==> src/rtl/mem_access_ctrl_pkg.sv <==
// Shared types and defaults for the memory access controller.
package mem_ctrl_pkg;

  localparam int unsigned DATA_W           = 32;
  localparam int unsigned ADDR_W           = 32;
  localparam int unsigned DEF_STARVE_LIMIT = 8;
  localparam int unsigned DEF_TIMEOUT      = 15;

  // Controller states: one idle arbitration state and one state per requester.
  typedef enum logic [1:0] {
    IDLE = 2'd0,
    PIPE = 2'd1,
    LOAD = 2'd2
  } state_e;

  // Read data returned to a requester: real data on mem_ready, zero on timeout.
  function automatic logic [DATA_W-1:0] read_result(input logic ready,
                                                     input logic [DATA_W-1:0] rdata);
    logic [DATA_W-1:0] res;
    if (ready) begin
      res = rdata;
    end else begin
      res = {DATA_W{1'b0}};
    end
    return res;
  endfunction

endpackage

==> src/rtl/mem_access_ctrl_if.sv <==
// Memory-side bus of the access controller: strobe/address/data out, data/ready back.
interface mem_access_ctrl_if;
  import mem_ctrl_pkg::*;

  logic              mem_req;
  logic              mem_we;
  logic [ADDR_W-1:0] mem_addr;
  logic [DATA_W-1:0] mem_wdata;
  logic [DATA_W-1:0] mem_rdata;
  logic              mem_ready;

  modport master (
    output mem_req,
    output mem_we,
    output mem_addr,
    output mem_wdata,
    input  mem_rdata,
    input  mem_ready
  );

  modport slave (
    input  mem_req,
    input  mem_we,
    input  mem_addr,
    input  mem_wdata,
    output mem_rdata,
    output mem_ready
  );

endinterface

==> src/rtl/mem_access_timer.sv <==
// Per-access cycle counter. Cleared when an access is granted, it counts the
// cycles of the running access and flags the last allowed cycle.
module mem_access_timer
  import mem_ctrl_pkg::*;
#(
  parameter int unsigned TIMEOUT = DEF_TIMEOUT
) (
  input  logic clk,
  input  logic reset,
  input  logic start,
  input  logic active,
  output logic timeout_hit
);

  localparam int unsigned   TW    = (TIMEOUT < 2) ? 1 : $clog2(TIMEOUT);
  localparam logic [TW-1:0] LIMIT = TW'(TIMEOUT - 1);

  logic [TW-1:0] cnt_q;
  logic [TW-1:0] cnt_d;

  // The access has used TIMEOUT cycles once the current cycle is the last one.
  assign timeout_hit = active & (cnt_q == LIMIT);

  // Next count: clear on grant, advance while an access is running.
  always_comb begin
    cnt_d = cnt_q;
    if (start) begin
      cnt_d = {TW{1'b0}};
    end else if (active && !timeout_hit) begin
      cnt_d = cnt_q + TW'(1);
    end else begin
      cnt_d = cnt_q;
    end
  end

  // Counter register.
  always_ff @(posedge clk or negedge reset) begin
    if (!reset) begin
      cnt_q <= {TW{1'b0}};
    end else begin
      cnt_q <= cnt_d;
    end
  end

endmodule

==> src/rtl/mem_access_ctrl.sv <==
// Arbitrates a single memory port between the CPU pipeline and a loader/debug
// port. The pipeline wins by default; the loader is forced in after
// STARVE_LIMIT consecutive pipeline grants. Every access is bounded by TIMEOUT.
module mem_access_ctrl
  import mem_ctrl_pkg::*;
#(
  parameter int unsigned STARVE_LIMIT = DEF_STARVE_LIMIT,
  parameter int unsigned TIMEOUT      = DEF_TIMEOUT
) (
  input  logic               clk,
  input  logic               reset,
  // pipeline side
  input  logic               MemReadE,
  input  logic               MemWriteE,
  input  logic [ADDR_W-1:0]  ALUOutE,
  input  logic [DATA_W-1:0]  StoreConverterE,
  output logic               StallM,
  output logic [DATA_W-1:0]  DataMemOutW,
  // loader side
  input  logic               ld_req,
  input  logic               ld_we,
  input  logic [ADDR_W-1:0]  ld_addr,
  input  logic [DATA_W-1:0]  ld_wdata,
  output logic               ld_gnt,
  output logic [DATA_W-1:0]  ld_rdata,
  output logic               ld_done,
  // memory side
  mem_access_ctrl_if.master  mem,
  output logic               mem_timeout
);

  localparam int unsigned   SW         = (STARVE_LIMIT < 1) ? 1 : $clog2(STARVE_LIMIT + 1);
  localparam logic [SW-1:0] STARVE_MAX = SW'(STARVE_LIMIT);

  state_e            state_q, state_d;
  logic [SW-1:0]     starve_q, starve_d;
  logic [ADDR_W-1:0] addr_q, addr_d;
  logic [DATA_W-1:0] wdata_q, wdata_d;
  logic              we_q, we_d;
  logic [DATA_W-1:0] dout_q, dout_d;
  logic [DATA_W-1:0] ldr_q, ldr_d;
  logic              ld_gnt_q, ld_gnt_d;
  logic              ld_done_q, ld_done_d;
  logic              timeout_q, timeout_d;

  logic pipe_req;
  logic ld_req_eff;
  logic grant_pipe;
  logic grant_load;
  logic busy;
  logic access_end;
  logic timeout_hit;

  assign pipe_req = MemReadE | MemWriteE;
  assign busy     = (state_q != IDLE);

  mem_access_timer #(
    .TIMEOUT (TIMEOUT)
  ) u_timer (
    .clk         (clk),
    .reset       (reset),
    .start       (grant_pipe | grant_load),
    .active      (busy),
    .timeout_hit (timeout_hit)
  );

  // Arbitration in IDLE. The loader request is masked while ld_done is showing,
  // so a loader that has not yet dropped ld_req is not granted a second time.
  always_comb begin
    ld_req_eff = ld_req & ~ld_done_q;
    grant_pipe = 1'b0;
    grant_load = 1'b0;
    access_end = 1'b0;
    if (state_q == IDLE) begin
      grant_pipe = pipe_req & ~(ld_req_eff & (starve_q == STARVE_MAX));
      grant_load = ld_req_eff & ~grant_pipe;
    end else begin
      access_end = mem.mem_ready | timeout_hit;
    end
  end

  // Next-state logic: grant from IDLE, return to IDLE when the access ends.
  always_comb begin
    state_d = state_q;
    case (state_q)
      IDLE: begin
        if (grant_pipe) begin
          state_d = PIPE;
        end else if (grant_load) begin
          state_d = LOAD;
        end else begin
          state_d = IDLE;
        end
      end
      PIPE, LOAD: begin
        if (access_end) begin
          state_d = IDLE;
        end else begin
          state_d = state_q;
        end
      end
      default: state_d = IDLE;
    endcase
  end

  // Starvation counter: counts pipeline grants made while the loader waits.
  always_comb begin
    starve_d = starve_q;
    if (!ld_req) begin
      starve_d = {SW{1'b0}};
    end else if (grant_load) begin
      starve_d = {SW{1'b0}};
    end else if (grant_pipe && (starve_q != STARVE_MAX)) begin
      starve_d = starve_q + SW'(1);
    end else begin
      starve_d = starve_q;
    end
  end

  // Access capture on grant; a simultaneous read+write request is a write.
  always_comb begin
    addr_d  = addr_q;
    wdata_d = wdata_q;
    we_d    = we_q;
    if (grant_pipe) begin
      addr_d  = ALUOutE;
      wdata_d = StoreConverterE;
      we_d    = MemWriteE;
    end else if (grant_load) begin
      addr_d  = ld_addr;
      wdata_d = ld_wdata;
      we_d    = ld_we;
    end else begin
      addr_d  = addr_q;
      wdata_d = wdata_q;
      we_d    = we_q;
    end
  end

  // Completion results: read data, handshake pulses and the sticky timeout.
  always_comb begin
    dout_d    = dout_q;
    ldr_d     = ldr_q;
    ld_gnt_d  = grant_load;
    ld_done_d = 1'b0;
    timeout_d = timeout_q;
    if (access_end) begin
      timeout_d = timeout_q | ~mem.mem_ready;
      if ((state_q == PIPE) && !we_q) begin
        dout_d = read_result(mem.mem_ready, mem.mem_rdata);
      end else begin
        dout_d = dout_q;
      end
      if (state_q == LOAD) begin
        ld_done_d = 1'b1;
        if (!we_q) begin
          ldr_d = read_result(mem.mem_ready, mem.mem_rdata);
        end else begin
          ldr_d = ldr_q;
        end
      end else begin
        ld_done_d = 1'b0;
      end
    end else begin
      timeout_d = timeout_q;
    end
  end

  // State and datapath registers; reset aborts any access in flight.
  always_ff @(posedge clk or negedge reset) begin
    if (!reset) begin
      state_q   <= IDLE;
      starve_q  <= {SW{1'b0}};
      addr_q    <= {ADDR_W{1'b0}};
      wdata_q   <= {DATA_W{1'b0}};
      we_q      <= 1'b0;
      dout_q    <= {DATA_W{1'b0}};
      ldr_q     <= {DATA_W{1'b0}};
      ld_gnt_q  <= 1'b0;
      ld_done_q <= 1'b0;
      timeout_q <= 1'b0;
    end else begin
      state_q   <= state_d;
      starve_q  <= starve_d;
      addr_q    <= addr_d;
      wdata_q   <= wdata_d;
      we_q      <= we_d;
      dout_q    <= dout_d;
      ldr_q     <= ldr_d;
      ld_gnt_q  <= ld_gnt_d;
      ld_done_q <= ld_done_d;
      timeout_q <= timeout_d;
    end
  end

  // The pipeline is released in the cycle its own access completes.
  assign StallM        = pipe_req & ~((state_q == PIPE) & (mem.mem_ready | timeout_hit));
  assign DataMemOutW   = dout_q;
  assign ld_gnt        = ld_gnt_q;
  assign ld_done       = ld_done_q;
  assign ld_rdata      = ldr_q;
  assign mem_timeout   = timeout_q;
  assign mem.mem_req   = busy;
  assign mem.mem_we    = we_q;
  assign mem.mem_addr  = addr_q;
  assign mem.mem_wdata = wdata_q;

endmodule

==> src/flat_wrapper.sv <==
// flat-port wrapper written by rule: the top's interface ports become plain ports
module mem_access_ctrl_flat import mem_ctrl_pkg::*;
#(
  parameter int unsigned STARVE_LIMIT = DEF_STARVE_LIMIT,
  parameter int unsigned TIMEOUT      = DEF_TIMEOUT
)
  (clk, reset, MemReadE, MemWriteE, ALUOutE, StoreConverterE, StallM, DataMemOutW, ld_req, ld_we, ld_addr, ld_wdata, ld_gnt, ld_rdata, ld_done, mem_timeout, mem_mem_req, mem_mem_we, mem_mem_addr, mem_mem_wdata, mem_mem_rdata, mem_mem_ready);
  mem_access_ctrl_if mem_i ();
  input  logic clk;
  input  logic reset;
  input  logic MemReadE;
  input  logic MemWriteE;
  input  logic [ADDR_W-1:0] ALUOutE;
  input  logic [DATA_W-1:0] StoreConverterE;
  output logic StallM;
  output logic [DATA_W-1:0] DataMemOutW;
  input  logic ld_req;
  input  logic ld_we;
  input  logic [ADDR_W-1:0] ld_addr;
  input  logic [DATA_W-1:0] ld_wdata;
  output logic ld_gnt;
  output logic [DATA_W-1:0] ld_rdata;
  output logic ld_done;
  output logic mem_timeout;
  output wire logic [$bits(mem_i.mem_req)-1:0] mem_mem_req;
  output wire logic [$bits(mem_i.mem_we)-1:0] mem_mem_we;
  output wire logic [$bits(mem_i.mem_addr)-1:0] mem_mem_addr;
  output wire logic [$bits(mem_i.mem_wdata)-1:0] mem_mem_wdata;
  input wire logic [$bits(mem_i.mem_rdata)-1:0] mem_mem_rdata;
  input wire logic [$bits(mem_i.mem_ready)-1:0] mem_mem_ready;
  assign mem_mem_req = mem_i.mem_req;
  assign mem_mem_we = mem_i.mem_we;
  assign mem_mem_addr = mem_i.mem_addr;
  assign mem_mem_wdata = mem_i.mem_wdata;
  assign mem_i.mem_rdata = mem_mem_rdata;
  assign mem_i.mem_ready = mem_mem_ready;
  mem_access_ctrl #(.STARVE_LIMIT(STARVE_LIMIT), .TIMEOUT(TIMEOUT)) u_core (.clk(clk), .reset(reset), .MemReadE(MemReadE), .MemWriteE(MemWriteE), .ALUOutE(ALUOutE), .StoreConverterE(StoreConverterE), .StallM(StallM), .DataMemOutW(DataMemOutW), .ld_req(ld_req), .ld_we(ld_we), .ld_addr(ld_addr), .ld_wdata(ld_wdata), .ld_gnt(ld_gnt), .ld_rdata(ld_rdata), .ld_done(ld_done), .mem(mem_i), .mem_timeout(mem_timeout));
endmodule
==> config.mk <==
export PLATFORM = sky130hd
export DESIGN_NAME = mem_access_ctrl_flat
export DESIGN_NICKNAME = d
export VERILOG_FILES = /design/src/rtl/mem_access_ctrl_pkg.sv /design/src/rtl/mem_access_ctrl_if.sv /design/src/rtl/mem_access_timer.sv /design/src/rtl/mem_access_ctrl.sv /design/src/flat_wrapper.sv
export SDC_FILE = /design/constraint.sdc
export NUM_CORES = 1
export LEC_CHECK = 0
export CORE_ASPECT_RATIO = 1.4
export CORE_MARGIN = 4
export CORE_UTILIZATION = 35
export DETAILED_ROUTE_END_ITERATION = 10
export DONT_BUFFER_PORTS = 1
export HOLD_SLACK_MARGIN = 0.1
export PLACE_DENSITY = 0.52
export SETUP_SLACK_MARGIN = 0.1
export SLEW_MARGIN = 20
export SYNTH_ARGS = -nofsm -noshare
export SYNTH_HDL_FRONTEND = slang
export SYNTH_SLANG_ARGS = --single-unit
==> constraint.sdc <==
create_clock -name clk -period 2.1 [get_ports clk]
set_clock_uncertainty 0.15 [all_clocks]
set_input_delay 0.315 -clock clk [delete_from_list [all_inputs] [get_ports clk]]
set_output_delay 0.315 -clock clk [all_outputs]
set_load 0.1 [all_outputs]
==> flow_summary.json <==
{
  "holdBufCountCts": 165,
  "grt_use_met3_pct": 6.01,
  "fin_crit_ns": 2.00,
  "grtUsageMet2_pct": 37.4,
  "crit_family": "flip-flops",
  "grt_pass1_vias": 6404,
  "crit_path_cell_trace": "inv_2 > ha_4 > nand3_4 > o21bai_4 > a21oi_4 > buf_12",
  "cts-htree-levels": 4,
  "tns_ns": 0,
  "grt_busiest_layer": "met2",
  "maxClockFrequency_ghz": 0.501,
  "dpl.hpwl_microns": 13900,
  "use_met1_pct": 25.1,
  "die-area_sq_mm": 0.0206,
  "grt.total_usage_pct": 21.7,
  "tightest_slew_ns": 0.446,
  "synth_edf_count": 0,
  "maxCapViolations": 0,
  "synthCells": 592,
  "clockRootBuffer": "clkbuf_16",
  "core-area_sq_mm": 0.0180,
  "drtPass1Iterations": 5,
  "cp_num_buf_inv": 2,
  "reg2regPathDepth": 7,
  "start_kind": "flop",
  "timing.slew.headroom_pct": 70.3,
  "syn_nets": 766,
  "cts_tree": "yes",
  "synth_area_leaders": "dfrtp_1 55%, o221ai_1 8.9%, a22o_1 8.7%",
  "nFillCells": 1495,
  "io_pins": 301,
  "synth_warnings": 0,
  "clk_pin_slew_ns": 0.07,
  "synth-seq-cells": 142,
  "grt_pass1_wl_microns": 35000,
  "synth_top_area_share_pct": 55.4,
  "clockBufferDepth": 2,
  "grt_max_degree": 143,
  "seq_area_sq_mm": 0.00355,
  "antenna_cells": 0,
  "antenna_found_initial": 0,
  "multi_input_area_sq_mm": 0.00215,
  "fin_cells": 1139,
  "ys.flop_type": "dfrtp_1",
  "die_w_microns": 122,
  "grt-ovfl-total": 0,
  "critical_path_class": "reg2out",
  "violations": "negative hold slack",
  "postRouteAntennaNets": 0,
  "finalCritPeriodShare_pct": 95.1,
  "slowest_stage": "dfrtp_1",
  "die_h_microns": 168,
  "yosysSeqAreaShare_pct": 55.4,
  "cts_made_buffers": 17,
  "initial_core_util_pct": 35.6,
  "async_reset_ff_share_pct": 100,
  "outcome": "finished with violations",
  "yosysTopAreaCell": "dfrtp_1",
  "critPathArrivalTime_ns": 1.53,
  "wl_microns": 22300,
  "avgSynthCellArea_sq_um": 10.8,
  "io_buffer_count": 0,
  "worstSetupPathDepth": 6,
  "dp.cells": 929,
  "hold_violations": 142,
  "ys_types": 35,
  "worstPathRequired_ns": 1.63,
  "hold_class": "in2async",
  "critPathMaxStageDelay_ns": 0.38,
  "path_max_fanout": 2,
  "area_delta_synth_final_pct": 58.1,
  "wl_per_cell_microns": 19.6,
  "maxSlewViolCount": 0,
  "rsz0062_at_grt": "true",
  "cts_sinks": 142,
  "drive_gt1_share_pct": 23.5,
  "fin_nets": 1060,
  "setup_violations": 0,
  "drc": 0,
  "whs_ns": -0.562,
  "dr.first_iter.drc_count": 398,
  "worstSetupEndpointType": "output pin",
  "gp_congestion": 0.798,
  "syn_area_sq_mm": 0.00641,
  "via_per_inst": 5.26,
  "rows": 58,
  "insertion_delay_ns": 0.42,
  "routed-via-count": 5987
}
[metrics by stage]
stage	instance area [sq um]	worst slack (ns)	util, %	hold slack [ns]
after floorplan	6420	-0.0856	-	-0.131
after global placement	7700	0.0714	42.8	-0.126
after detailed placement	7700	-0.0776	42.8	-0.127
after CTS	10100	0.0436	55.9	-0.584
after global routing	10100	0.0237	56.3	-0.595
final	10100	0.102	56.3	-0.562
[Yosys cell counts, drive strengths merged, types with 4 or more instances]
cell type and count:
dfrtp 142, ha 7, a21oi 5, a211oi 4
o221ai 65, o21ai 8, o211ai 65, inv 142
buf 28, clkbuf 23, nand3 8, a22o 64
[cell usage in the layout (no fill, tap or decap), drive strengths merged]
cell / instances
dlygate4sd3: 165
inv: 151
and3: 3
o21bai: 1
ha: 7
a211oi: 4
nor3b: 1
nor2: 3
clkbuf: 17
nand2b: 1
o21ai: 8
o211a: 1
nand2: 3
a22o: 64
or3: 3
o221ai: 65
bufinv: 2
and2: 1
dfrtp: 142
buf: 161
a21oi: 5
o21a: 3
mux2i: 1
nand3b: 2
o31ai: 1
clkinvlp: 2
o22ai: 2
a31o: 2
or2b: 1
clkinv: 2
nand3: 8
o211ai: 65
and3b: 2
[logic make-up (layout without fill, tap and decap cells)]
family | count (synthesis) | count (layout) | synth area share (%)
AO/OA/AOI/OAI | 221 | 221 | 28.1
adder cells (fa/ha/maj) | 7 | 7 | 1.37
buffers and inverters | 193 | 500 | 12.4
flip-flops | 142 | 142 | 55.4
multiplexers | 1 | 1 | 0.156
AND/OR/NAND/NOR | 28 | 28 | 2.54
[registers in the layout (all words and copies together), names as in the netlist]
name and count:
u_core.ld_rdata 32, u_core.u_timer.cnt_q 4, u_core.mem.mem_wdata 32, u_core.starve_q 4, u_core.state_q 2, u_core.mem.mem_addr 32, u_core.mem_timeout 1, u_core.ld_done 1
u_core.ld_gnt 1, u_core.DataMemOutW 32, u_core.mem.mem_we 1
[path summary, 6_finish.rpt]
path,end,from,slack (ns)
worst min-delay path,u_core.DataMemOutW[15],reset,-0.56
max in group asynchronous,u_core.u_timer.cnt_q[2],reset,2.14
min in group clk,u_core.starve_q[0],MemWriteE,0.12
worst max register to register,u_core.mem.mem_we,u_core.state_q[1],0.18
worst max-delay path,StallM,u_core.u_timer.cnt_q[0],0.10
worst min register to register,u_core.DataMemOutW[3],u_core.DataMemOutW[3],0.35
[layer usage]
layer	up-vias	share of wire (%)	wire, microns
met4	0	2.8	627
met2	279	51	11500
met5	-	0	0
li1	2730	-	-
met1	2928	38	8510
met3	50	7.5	1680
[cell type report]
cell class,instances,area share (%)
Sequential cell,142,35.1
Timing Repair Buffer,326,29.4
Multi-Input combinational cell,257,21.2
Inverter,142,5.29
Clock buffer,17,4.20
Tap cell,240,2.96
Clock inverter,15,1.91
[timing repair]
item / in CTS / in global routing
endpoints found under the hold margin: 277 / 142
pin swaps: 1 / 2
buffers inserted: 6 / 7
resized for setup: 10 / 7
setup endpoints to repair: 117 / 72
Power is left out: the tool's default activity adds up to more than one toggle a clock period on the data nets, which glitch-free logic cannot reach.
